--- config.mk ---
export PLATFORM = sky130hd
export DESIGN_NAME = iob_cache_write_channel_axi_burst_flat
export DESIGN_NICKNAME = d
export VERILOG_FILES = /design/src/rtl/iob_cache_write_channel_axi_burst_if.sv /design/src/rtl/iob_cache_write_channel_axi_burst.sv /design/src/flat_wrapper.sv
export SDC_FILE = /design/constraint.sdc
export NUM_CORES = 1
export LEC_CHECK = 0
export BUFFER_PORTS_ARGS = -buffer_cell sky130_fd_sc_hd__buf_4
export CAP_MARGIN = 20
export CELL_PAD_IN_SITES_DETAIL_PLACEMENT = 1
export CELL_PAD_IN_SITES_GLOBAL_PLACEMENT = 2
export CORE_MARGIN = 1.5
export CORE_UTILIZATION = 36
export CTS_BUF_LIST = sky130_fd_sc_hd__clkbuf_8
export CTS_CLUSTER_SIZE = 24
export DETAILED_ROUTE_END_ITERATION = 12
export PLACE_DENSITY = 0.9
export REMOVE_ABC_BUFFERS = 1
export SYNTH_ARGS = -nofsm -noshare
export SYNTH_HDL_FRONTEND = slang
export SYNTH_SLANG_ARGS = --single-unit
export TNS_END_PERCENT = 5
--- constraint.sdc ---
create_clock -name clk_i -period 16.1 [get_ports clk_i]
set_input_delay 2.415 -clock clk_i [delete_from_list [all_inputs] [get_ports clk_i]]
set_output_delay 2.415 -clock clk_i [all_outputs]
set_load 0.05 [all_outputs]
--- src/rtl/iob_cache_write_channel_axi_burst_if.sv ---
// AXI4 write-address, write-data and write-response channels between the
// cache write channel (master) and the interconnect (slave).
interface iob_cache_write_channel_axi_burst_if #(
    parameter int unsigned ADDR_W = 32,
    parameter int unsigned DATA_W = 64,
    parameter int unsigned ID_W   = 1,
    parameter int unsigned LEN_W  = 8
);
    logic [ID_W-1:0]     awid;
    logic [ADDR_W-1:0]   awaddr;
    logic [LEN_W-1:0]    awlen;
    logic [2:0]          awsize;
    logic [1:0]          awburst;
    logic                awlock;
    logic [3:0]          awcache;
    logic [2:0]          awprot;
    logic [3:0]          awqos;
    logic                awvalid;
    logic                awready;

    logic [DATA_W-1:0]   wdata;
    logic [DATA_W/8-1:0] wstrb;
    logic                wlast;
    logic                wvalid;
    logic                wready;

    logic [ID_W-1:0]     bid;
    logic [1:0]          bresp;
    logic                bvalid;
    logic                bready;

    modport master (
        output awid, awaddr, awlen, awsize, awburst, awlock, awcache, awprot, awqos, awvalid,
        input  awready,
        output wdata, wstrb, wlast, wvalid,
        input  wready,
        input  bid, bresp, bvalid,
        output bready
    );

    modport slave (
        input  awid, awaddr, awlen, awsize, awburst, awlock, awcache, awprot, awqos, awvalid,
        output awready,
        input  wdata, wstrb, wlast, wvalid,
        output wready,
        output bid, bresp, bvalid,
        input  bready
    );
endinterface

--- src/rtl/iob_cache_write_channel_axi_burst.sv ---
// Writes one cache line per request to AXI4 as a single INCR burst, with
// concurrent AW/W issue and bounded retry on error responses.
module iob_cache_write_channel_axi_burst #(
    parameter int unsigned          BE_ADDR_W            = 32,
    parameter int unsigned          BE_DATA_W            = 64,
    parameter int unsigned          LINE_BEATS           = 4,
    parameter int unsigned          AXI_ID_W             = 1,
    parameter logic [AXI_ID_W-1:0]  AXI_ID               = '0,
    parameter int unsigned          AXI_LEN_W            = 8,
    parameter int unsigned          MAX_RETRY            = 3,
    parameter logic [3:0]           CACHE_AXI_CACHE_MODE = 4'b0011
) (
    input  logic                                clk_i,
    input  logic                                reset_i,
    input  logic                                valid_i,
    input  logic [BE_ADDR_W-1:0]                addr_i,
    input  logic [LINE_BEATS*BE_DATA_W-1:0]     wdata_i,
    input  logic [LINE_BEATS*BE_DATA_W/8-1:0]   wstrb_i,
    input  logic [3:0]                          acache_i,
    output logic                                ready_o,
    output logic                                busy_o,
    output logic                                done_o,
    output logic                                error_o,
    iob_cache_write_channel_axi_burst_if.master axi
);
    localparam int unsigned STRB_W     = BE_DATA_W / 8;
    localparam int unsigned BEAT_W     = (LINE_BEATS > 1) ? $clog2(LINE_BEATS) : 1;
    localparam int unsigned RETRY_W    = (MAX_RETRY > 0) ? $clog2(MAX_RETRY + 1) : 1;
    localparam int unsigned LINE_BYTES = LINE_BEATS * STRB_W;

    localparam logic [BEAT_W-1:0]    LAST_BEAT = BEAT_W'(LINE_BEATS - 1);
    localparam logic [RETRY_W-1:0]   RETRY_MAX = RETRY_W'(MAX_RETRY);
    localparam logic [BE_ADDR_W-1:0] ADDR_MASK = ~BE_ADDR_W'(LINE_BYTES - 1);

    localparam logic [1:0] IDLE = 2'd0;
    localparam logic [1:0] XFER = 2'd1;
    localparam logic [1:0] RESP = 2'd2;

    logic [1:0]          state_q, state_d;
    logic [BEAT_W-1:0]   beat_q, beat_d;
    logic [RETRY_W-1:0]  retry_q, retry_d;
    logic                aw_done_q, aw_done_d;
    logic                w_done_q, w_done_d;
    logic                awvalid_q, awvalid_d;
    logic                wvalid_q, wvalid_d;
    logic                bready_q, bready_d;
    logic                ready_q, ready_d;
    logic                busy_q, busy_d;
    logic                done_q, done_d;
    logic                error_q, error_d;
    logic [3:0]          awcache_q;

    logic                accept_c, load_beat_c;
    logic                aw_hs_c, w_hs_c, b_hs_c;

    logic [BE_ADDR_W-1:0] awaddr_q;
    logic [BE_DATA_W-1:0] wdata_q;
    logic [STRB_W-1:0]    wstrb_q;
    logic                 wlast_q;
    logic [BE_DATA_W-1:0] line_data_q [LINE_BEATS];
    logic [STRB_W-1:0]    line_strb_q [LINE_BEATS];

    wire unused_bid = ^axi.bid;

    assign accept_c = (state_q == IDLE) & valid_i;
    assign aw_hs_c  = awvalid_q & axi.awready;
    assign w_hs_c   = wvalid_q & axi.wready;
    assign b_hs_c   = bready_q & axi.bvalid;

    // State and control registers
    always_ff @(posedge clk_i) begin
        if (reset_i) begin
            state_q   <= IDLE;
            beat_q    <= '0;
            retry_q   <= '0;
            aw_done_q <= 1'b0;
            w_done_q  <= 1'b0;
            awvalid_q <= 1'b0;
            wvalid_q  <= 1'b0;
            bready_q  <= 1'b0;
            ready_q   <= 1'b1;
            busy_q    <= 1'b0;
            done_q    <= 1'b0;
            error_q   <= 1'b0;
            awcache_q <= CACHE_AXI_CACHE_MODE;
        end else begin
            state_q   <= state_d;
            beat_q    <= beat_d;
            retry_q   <= retry_d;
            aw_done_q <= aw_done_d;
            w_done_q  <= w_done_d;
            awvalid_q <= awvalid_d;
            wvalid_q  <= wvalid_d;
            bready_q  <= bready_d;
            ready_q   <= ready_d;
            busy_q    <= busy_d;
            done_q    <= done_d;
            error_q   <= error_d;
            if (accept_c) awcache_q <= acache_i;
        end
    end

    // Next-state and next-output logic
    always_comb begin
        state_d     = state_q;
        beat_d      = beat_q;
        retry_d     = retry_q;
        aw_done_d   = aw_done_q;
        w_done_d    = w_done_q;
        awvalid_d   = awvalid_q;
        wvalid_d    = wvalid_q;
        bready_d    = 1'b0;
        ready_d     = 1'b0;
        done_d      = 1'b0;
        error_d     = 1'b0;
        load_beat_c = 1'b0;

        unique case (state_q)
            IDLE: begin
                ready_d = 1'b1;
                if (valid_i) begin
                    state_d   = XFER;
                    ready_d   = 1'b0;
                    awvalid_d = 1'b1;
                    wvalid_d  = 1'b1;
                    beat_d    = '0;
                    retry_d   = '0;
                    aw_done_d = 1'b0;
                    w_done_d  = 1'b0;
                end
            end
            XFER: begin
                if (aw_hs_c) begin
                    awvalid_d = 1'b0;
                    aw_done_d = 1'b1;
                end
                if (w_hs_c) begin
                    if (beat_q == LAST_BEAT) begin
                        wvalid_d = 1'b0;
                        w_done_d = 1'b1;
                    end else begin
                        beat_d      = beat_q + BEAT_W'(1);
                        load_beat_c = 1'b1;
                    end
                end
                if (aw_done_d && w_done_d) begin
                    state_d  = RESP;
                    bready_d = 1'b1;
                end
            end
            RESP: begin
                bready_d = 1'b1;
                if (b_hs_c) begin
                    bready_d = 1'b0;
                    if (axi.bresp == 2'b00) begin
                        done_d  = 1'b1;
                        state_d = IDLE;
                        ready_d = 1'b1;
                    end else if (retry_q < RETRY_MAX) begin
                        // Replay the latched line from beat 0
                        retry_d     = retry_q + RETRY_W'(1);
                        beat_d      = '0;
                        aw_done_d   = 1'b0;
                        w_done_d    = 1'b0;
                        awvalid_d   = 1'b1;
                        wvalid_d    = 1'b1;
                        load_beat_c = 1'b1;
                        state_d     = XFER;
                    end else begin
                        error_d = 1'b1;
                        state_d = IDLE;
                        ready_d = 1'b1;
                    end
                end
            end
            default: begin
                state_d = IDLE;
                ready_d = 1'b1;
            end
        endcase

        busy_d = (state_d != IDLE);
    end

    // Line storage and the registered W beat presented on the bus
    always_ff @(posedge clk_i) begin
        if (accept_c) begin
            awaddr_q <= addr_i & ADDR_MASK;
            for (int i = 0; i < LINE_BEATS; i++) begin
                line_data_q[i] <= wdata_i[i*BE_DATA_W +: BE_DATA_W];
                line_strb_q[i] <= wstrb_i[i*STRB_W +: STRB_W];
            end
            wdata_q <= wdata_i[BE_DATA_W-1:0];
            wstrb_q <= wstrb_i[STRB_W-1:0];
            wlast_q <= (LINE_BEATS == 1);
        end else if (load_beat_c) begin
            wdata_q <= line_data_q[beat_d];
            wstrb_q <= line_strb_q[beat_d];
            wlast_q <= (beat_d == LAST_BEAT);
        end
    end

    assign ready_o = ready_q;
    assign busy_o  = busy_q;
    assign done_o  = done_q;
    assign error_o = error_q;

    assign axi.awid    = AXI_ID;
    assign axi.awaddr  = awaddr_q;
    assign axi.awlen   = AXI_LEN_W'(LINE_BEATS - 1);
    assign axi.awsize  = 3'($clog2(STRB_W));
    assign axi.awburst = (LINE_BEATS > 1) ? 2'b01 : 2'b00;
    assign axi.awlock  = 1'b0;
    assign axi.awcache = awcache_q;
    assign axi.awprot  = 3'b000;
    assign axi.awqos   = 4'b0000;
    assign axi.awvalid = awvalid_q;

    assign axi.wdata   = wdata_q;
    assign axi.wstrb   = wstrb_q;
    assign axi.wlast   = wlast_q;
    assign axi.wvalid  = wvalid_q;

    assign axi.bready  = bready_q;
endmodule

--- src/flat_wrapper.sv ---
// flat-port wrapper written by rule: the top's interface ports become plain ports
module iob_cache_write_channel_axi_burst_flat 
#(
    parameter int unsigned          BE_ADDR_W            = 32,
    parameter int unsigned          BE_DATA_W            = 64,
    parameter int unsigned          LINE_BEATS           = 4,
    parameter int unsigned          AXI_ID_W             = 1,
    parameter logic [AXI_ID_W-1:0]  AXI_ID               = '0,
    parameter int unsigned          AXI_LEN_W            = 8,
    parameter int unsigned          MAX_RETRY            = 3,
    parameter logic [3:0]           CACHE_AXI_CACHE_MODE = 4'b0011
)
  (clk_i, reset_i, valid_i, addr_i, wdata_i, wstrb_i, acache_i, ready_o, busy_o, done_o, error_o, axi_awid, axi_awaddr, axi_awlen, axi_awsize, axi_awburst, axi_awlock, axi_awcache, axi_awprot, axi_awqos, axi_awvalid, axi_awready, axi_wdata, axi_wstrb, axi_wlast, axi_wvalid, axi_wready, axi_bid, axi_bresp, axi_bvalid, axi_bready);
  iob_cache_write_channel_axi_burst_if #(.ADDR_W((32)), .DATA_W((64)), .ID_W(1), .LEN_W(8)) axi_i ();
  input  logic clk_i;
  input  logic reset_i;
  input  logic valid_i;
  input  logic [BE_ADDR_W-1:0] addr_i;
  input  logic [LINE_BEATS*BE_DATA_W-1:0] wdata_i;
  input  logic [LINE_BEATS*BE_DATA_W/8-1:0] wstrb_i;
  input  logic [3:0] acache_i;
  output logic ready_o;
  output logic busy_o;
  output logic done_o;
  output logic error_o;
  output wire logic [$bits(axi_i.awid)-1:0] axi_awid;
  output wire logic [$bits(axi_i.awaddr)-1:0] axi_awaddr;
  output wire logic [$bits(axi_i.awlen)-1:0] axi_awlen;
  output wire logic [$bits(axi_i.awsize)-1:0] axi_awsize;
  output wire logic [$bits(axi_i.awburst)-1:0] axi_awburst;
  output wire logic [$bits(axi_i.awlock)-1:0] axi_awlock;
  output wire logic [$bits(axi_i.awcache)-1:0] axi_awcache;
  output wire logic [$bits(axi_i.awprot)-1:0] axi_awprot;
  output wire logic [$bits(axi_i.awqos)-1:0] axi_awqos;
  output wire logic [$bits(axi_i.awvalid)-1:0] axi_awvalid;
  input wire logic [$bits(axi_i.awready)-1:0] axi_awready;
  output wire logic [$bits(axi_i.wdata)-1:0] axi_wdata;
  output wire logic [$bits(axi_i.wstrb)-1:0] axi_wstrb;
  output wire logic [$bits(axi_i.wlast)-1:0] axi_wlast;
  output wire logic [$bits(axi_i.wvalid)-1:0] axi_wvalid;
  input wire logic [$bits(axi_i.wready)-1:0] axi_wready;
  input wire logic [$bits(axi_i.bid)-1:0] axi_bid;
  input wire logic [$bits(axi_i.bresp)-1:0] axi_bresp;
  input wire logic [$bits(axi_i.bvalid)-1:0] axi_bvalid;
  output wire logic [$bits(axi_i.bready)-1:0] axi_bready;
  assign axi_awid = axi_i.awid;
  assign axi_awaddr = axi_i.awaddr;
  assign axi_awlen = axi_i.awlen;
  assign axi_awsize = axi_i.awsize;
  assign axi_awburst = axi_i.awburst;
  assign axi_awlock = axi_i.awlock;
  assign axi_awcache = axi_i.awcache;
  assign axi_awprot = axi_i.awprot;
  assign axi_awqos = axi_i.awqos;
  assign axi_awvalid = axi_i.awvalid;
  assign axi_i.awready = axi_awready;
  assign axi_wdata = axi_i.wdata;
  assign axi_wstrb = axi_i.wstrb;
  assign axi_wlast = axi_i.wlast;
  assign axi_wvalid = axi_i.wvalid;
  assign axi_i.wready = axi_wready;
  assign axi_i.bid = axi_bid;
  assign axi_i.bresp = axi_bresp;
  assign axi_i.bvalid = axi_bvalid;
  assign axi_bready = axi_i.bready;
  iob_cache_write_channel_axi_burst #(.BE_ADDR_W(BE_ADDR_W), .BE_DATA_W(BE_DATA_W), .LINE_BEATS(LINE_BEATS), .AXI_ID_W(AXI_ID_W), .AXI_ID(AXI_ID), .AXI_LEN_W(AXI_LEN_W), .MAX_RETRY(MAX_RETRY), .CACHE_AXI_CACHE_MODE(CACHE_AXI_CACHE_MODE)) u_core (.clk_i(clk_i), .reset_i(reset_i), .valid_i(valid_i), .addr_i(addr_i), .wdata_i(wdata_i), .wstrb_i(wstrb_i), .acache_i(acache_i), .ready_o(ready_o), .busy_o(busy_o), .done_o(done_o), .error_o(error_o), .axi(axi_i));
endmodule
**Word-level counts from Yosys, hierarchy flattened**

Memory sizes are Yosys's and may differ from the RTL's. A register that Yosys moved wholly into a read port is not among the register bits.
Cells that the tools add are included.

- $add $sub $neg: 2
- Multipliers: 0
- Div/mod/pow operators: 0
- Magnitude comparators: 1
- Eq/ne operators: 11
- Shifts and indexed selects: 0
- Mux-type cells: 55
- Bitwise operators: 6
- Reduce and logical (&&, ||, !) cells: 13

Operators by type and width:

| operator | count |
|---|---|
| 1-bit two-way mux | 31 |
| 2-bit two-way mux | 14 |
| 1-bit case mux with 3 select lines | 5 |
| 2-bit case mux with 3 select lines | 2 |
| 2-bit by 1-bit inequality test with 1-bit output (second input constant) | 5 |
| 5-bit AND reduction | 2 |
| 7-bit AND reduction | 1 |
| 2-bit equality test (second input constant) | 3 |
| 6-bit AND reduction | 1 |
| 2-bit nonzero test | 3 |
| 2-bit by 1-bit adder with 2-bit output (second input constant) | 2 |
| 1-bit AND | 4 |
| 2-bit logical NOT | 2 |
| 2-bit inequality test (second input constant) | 2 |
| 1-bit case mux with 2 select lines | 2 |
| 2-bit case mux with 2 select lines | 1 |
| 4-bit OR reduction | 1 |
| 3-bit nonzero test | 1 |
| 3-bit OR reduction | 1 |
| 2-bit by 1-bit equality test with 1-bit output (second input constant) | 1 |
| 2-bit < comparator (second input constant) | 1 |
| 1-bit NOT | 2 |
| 1-bit logical AND | 1 |

- Register bits after elaboration: 47
- Latch bits: 0
- Bits in writable memories: 288
- Memory bits (read-only): 0
- Word-level logic and storage cells: 105
- Memories: 2

Memory list:

| name | words | width | rd ports | clocked after Yosys merged registers in | wr ports | line | text |
|---|---|---|---|---|---|---|---|
| u_core.line_data_q | 4 | 64 | 1 | 1 | 4 | iob_cache_write_channel_axi_burst.sv:60 | `logic [BE_DATA_W-1:0] line_data_q [LINE_BEATS];` |
| u_core.line_strb_q | 4 | 8 | 1 | 1 | 4 | iob_cache_write_channel_axi_burst.sv:61 | `logic [STRB_W-1:0] line_strb_q [LINE_BEATS];` |

**Depth between registers and ports, before layout**

- Depth in word-level cells: 8
- Gate-level depth with buffers: 11
- Gate-level depth less buffers: 8

**Worst setup path before layout**

Ideal clock, no wire load.

- Path kind: in2reg
- Start point: in valid_i
- End point: reg u_core.wdata_q[56], in the netlist u_core.axi.wdata[56] (read register of u_core.line_data_q), data pin
- Arrival time: 12.448 ns
- Required time: 15.877 ns
- Slack: 3.430 ns
- Stages: 6
- Path buffers: 3
- Cell sequence: nand2_1 > inv_1 > clkbuf_1 > clkbuf_1 > buf_1 > a32o_1

- Word-level cells in the longest chain between the ends: 2
- Elaborated cells on any way between the ends: 4
- Classes of those cells: mux (2); bitwise (1); reduce/logical (1)

RTL lines:

| element | line | text |
|---|---|---|
| from (decl) | flat_wrapper.sv:17 | `input logic valid_i;` |
| 1-bit AND | iob_cache_write_channel_axi_burst.sv:65 | `assign accept_c = (state_q == IDLE) & valid_i;` |
| net u_core.accept_c | iob_cache_write_channel_axi_burst.sv:53 | `logic accept_c, load_beat_c;` |
| 2-bit nonzero test (no source line) | n/a |  |
| to (decl) | iob_cache_write_channel_axi_burst.sv:57 | `logic [BE_DATA_W-1:0] wdata_q;` |

The timed path passes the listed nets, and every way through them passes these cells.
A chain may end at the register's enable or synchronous reset.

**Worst setup path in the final report**

- Start point: in valid_i
- End point: reg u_core.wdata_q[51], in the netlist u_core.axi.wdata[51] (read register of u_core.line_data_q), data pin

- Word-level cells in the longest chain between the ends: 2
- Elaborated cells on any way between the ends: 4
- Classes of those cells: mux (2); bitwise (1); reduce/logical (1)

RTL lines:

| element | line |
|---|---|
| 2-bit two-way mux or 1-bit AND (tied branches) | iob_cache_write_channel_axi_burst.sv:121, iob_cache_write_channel_axi_burst.sv:65 |
| 2-bit case mux with 3 select lines or 2-bit nonzero test (tied branches) | n/a |

Parallel ways exist; a longest one is shown, timed or not.

==> qor.csv <==
stage,metric,value,unit
drt,Routed Antenna Nets,0,
finish,share of layout cells above drive strength 1,33.6,%
synthesis,"Seq/Total Area, Yosys",69.8,%
clocking,clock slew at reported path FFs,60,ps
clocking,Root Buffer,clkbuf_8,
sta,RSZ-0062 raised after global routing,false,
sta,Setup Skew,31.4,ps
sta,Slew HR,25.8,%
clocking,clk_lat worst skew,640,ps
worst_setup_path,"Slowest-stage cell, CP",buf_4,
clocking,Longest Clk Path Bufs,3,
placement,setup slack after placement,9640,ps
clocking,clk sinks,407,
synthesis,Mapped Avg Cell Area,13.2,sq um
clocking,CTS resizes,0,
floorplanning,die outline width,222,microns
floorplanning,DIE HEIGHT,222,microns
pwr,Power Dens Cells,116,mW/mm^2
sta,Slew @ Worst Pin,1110,ps
finish,nets,2068,
finish,"Design Area, Final",0.0222,sq mm
drt,DR iter-0 viols,812,
global_routing,initial antenna violation count,3,
finish,P&R area growth vs syn,28.8,%
min_path,hold path cells,2,
worst_setup_path,kind of critical path,in -> reg,
synthesis,"Async S/R FF share, synth",0,%
drt,vias per cell,5.32,
sta,setup slack after layout,10310,ps
sta,final hold viol count,0,
synthesis,Yosys reg bits,407,
min_path,Hold Crit Start,u_core.axi.wlast,
worst_setup_path,Crit Reg-Reg Startpoint,u_core.state_q[1],
drt,final WL,53.9,mm
clocking,CTS tree,yes,
run_status,outcome,"complete, no violations",
clocking,"Hold-fix buffers, CTS",0,
placement,area post-placement,0.0209,sq mm
worst_setup_path,Worst EP required,16580,ps
floorplanning,Die Area,0.0491,sq mm
floorplanning,FP Rows,79,
global_routing,largest net degree at the start of global routing,167,
synthesis,Cell variety after synth,47,
clocking,H-tree depth,3,
placement,port bufs,437,
synthesis,Mapped Area,0.0172,sq mm
drt,DRC Markers,0,
global_routing,aggregate global routing overflow,0,
sta,final setup vio count,0,
pwr,VDD IR-drop max,0.0646,mV
worst_setup_path,max incr delay on CP,860,ps
sta,setup_tns,0,ps
placement,post-DP HPWL,34.5,mm
worst_setup_path,"critical path, cell by cell","buf_4, nand2_4, inv_8, buf_4, buf_4, nand2_1, a21oi_1, a211oi_1, o21ai_0",
worst_setup_path,Startpoint Class,input port,
worst_setup_path,reg2reg path depth,10,
pwr,P_leak,0.00824,uW
synthesis,predominant post-synthesis flop cell,edfxtp_1,
min_path,Hold Crit Class,reg -> reg,
floorplanning,Initial Util,36.7,%
drt,WL per Instance,22.6,microns
global_routing,vias in the first global route,13601,
synthesis,Post-synth EDFFs,387,
synthesis,Syn. warnings,0,
worst_setup_path,arrival time at the worst endpoint,6260,ps
sta,Max Fclk,0.173,GHz
clocking,postcts setup bufs,0,
worst_setup_path,CP startpoint,valid_i,
job,max cap viols,0,
global_routing,first-pass GRT wire length,81.7,mm
global_routing,GRT Util Overall,21.6,%
sta,Final Max Tran Viols,0,
floorplanning,Core Region,0.0469,sq mm
drt,Pre-antenna DRT Iters,5,
worst_setup_path,Critical Path Sink Type,flip-flop,
drt,Vias,12720,
clocking,number of buffers created by CTS,72,
floorplanning,num ports,471,
sta,Tmin final,5790,ps
worst_setup_path,Critical Path Fanout Max,166,
placement,GP Congestion,0.807,
worst_setup_path,"most used cell, CP",buf_4,
sta,part of the cycle the worst path needs,36.0,%
synthesis,cells after synthesis,1303,
==> metrics by stage <==
step	hold WS (ps)	power (uW)	util (%)	instances
3_5_place_dp	453	1690	44.5	2263
2_1_floorplan	458	1550	-	1202
3_3_place_gp	442	1680	44.5	2263
5_1_grt	488	2670	47.3	2390
4_1_cts	460	2590	47.3	2388
6_report	459	2560	47.3	2390
==> cells in the mapped netlist, types with 38 or more instances <==
| cell type | n | area [sq um] |
|---|---|---|
| edfxtp_1 | 387 | 11600 |
| nand2_1 | 199 | 747 |
| o21ai_0 | 100 | 500 |
| a21oi_1 | 80 | 400 |
| nor3_1 | 66 | 330 |
| clkbuf_1 | 49 | 184 |
| nor2_1 | 44 | 165 |
| a211oi_1 | 39 | 293 |
| a221oi_1 | 38 | 333 |
| mux2_2 | 38 | 428 |
| nand3_1 | 38 | 190 |
==> critical path, delay by kind of cell <==
kind / cells / cell delay (ps)
buffers and inverters: 4 / 2630
AO/OA/AOI/OAI: 3 / 560
AND/OR/NAND/NOR: 2 / 460
==> flip-flops by register name (all words and copies together), names as in the netlist, 4 cells and up <==
name	count
u_core.axi.wstrb	8
u_core.axi.wdata	64
u_core.line_strb_q	32
u_core.axi.awaddr	27
u_core.axi.awcache	4
u_core.line_data_q	256
==> cells in the final DEF (no fill, tap or decap), types with 2 or more instances in the layout <==
| cell | netlist | final |
|---|---|---|
| a211oi_1 | 39 | 39 |
| a21oi_1 | 80 | 80 |
| a221oi_1 | 38 | 38 |
| a22o_1 | 33 | 33 |
| a22oi_1 | 2 | 2 |
| a31oi_1 | 3 | 3 |
| a32o_1 | 33 | 33 |
| buf_4 | 33 | 454 |
| clkbuf_8 | 0 | 79 |
| clkinv_1 | 0 | 14 |
| clkinv_2 | 0 | 6 |
| conb_1 | 2 | 27 |
| dfxtp_1 | 20 | 20 |
| diode_2 | 0 | 2 |
| edfxtp_1 | 387 | 387 |
| ha_1 | 5 | 5 |
| inv_1 | 4 | 26 |
| mux2_2 | 38 | 38 |
| nand2_1 | 199 | 197 |
| nand2_4 | 0 | 2 |
| nand2b_1 | 2 | 2 |
| nand3_1 | 38 | 37 |
| nand3b_1 | 3 | 3 |
| nor2_1 | 44 | 42 |
| nor2_4 | 0 | 3 |
| nor2b_1 | 5 | 5 |
| nor3_1 | 66 | 65 |
| nor3_2 | 5 | 6 |
| nor3b_1 | 2 | 2 |
| o21ai_0 | 100 | 100 |
| o21ai_1 | 9 | 9 |
| o221ai_1 | 2 | 2 |
==> report_power, final <==
part | switching, uW | total [uW] | internal [uW]
registers | 24.2 | 1290 | 1260
clock network | 429 | 893 | 464
logic | 250 | 381 | 131
==> kinds of logic (layout without fill, tap and decap cells) <==
group | count (synthesis) | count (layout) | synth area share, %
AOI/OAI and AO/OA | 352 | 352 | 13.9
DFF | 407 | 407 | 69.8
buffers and inverters | 130 | 583 | 4.07
and+or+nand+nor | 369 | 369 | 9.27
muxes | 38 | 38 | 2.49
adders and majority gates | 5 | 5 | 0.363
other | 2 | 29 | 0.0436
==> worst paths after layout <==
check | to | slack, ps
setup / recovery | u_core.axi.wdata[51] | 10310
hold / removal | u_core.axi.wlast | 460
setup reg to reg | u_core.axi.wdata[51] | 11440
hold reg to reg | u_core.axi.wlast | 460
==> area by class of cell <==
| class | count | area (sq um) |
|---|---|---|
| fill | 4944 | 24700 |
| sequential | 407 | 12000 |
| multi-input combinational | 791 | 4650 |
| timing repair buffer | 454 | 3410 |
| clock buffer | 79 | 1090 |
| tap | 607 | 759 |
| clock inverter | 46 | 215 |
| inverter | 4 | 22.5 |
| antenna | 2 | 5.00 |
==> metal layers <==
| metal | global-route usage (%) | wire length, microns |
|---|---|---|
| met3 | 8.16 | 4810 |
| met5 | 0 | 13 |
| met4 | 7.25 | 1450 |
| met1 | 25.2 | 21100 |
| met2 | 36.5 | 26600 |
Note: power is estimated with default switching activity, not from simulation.
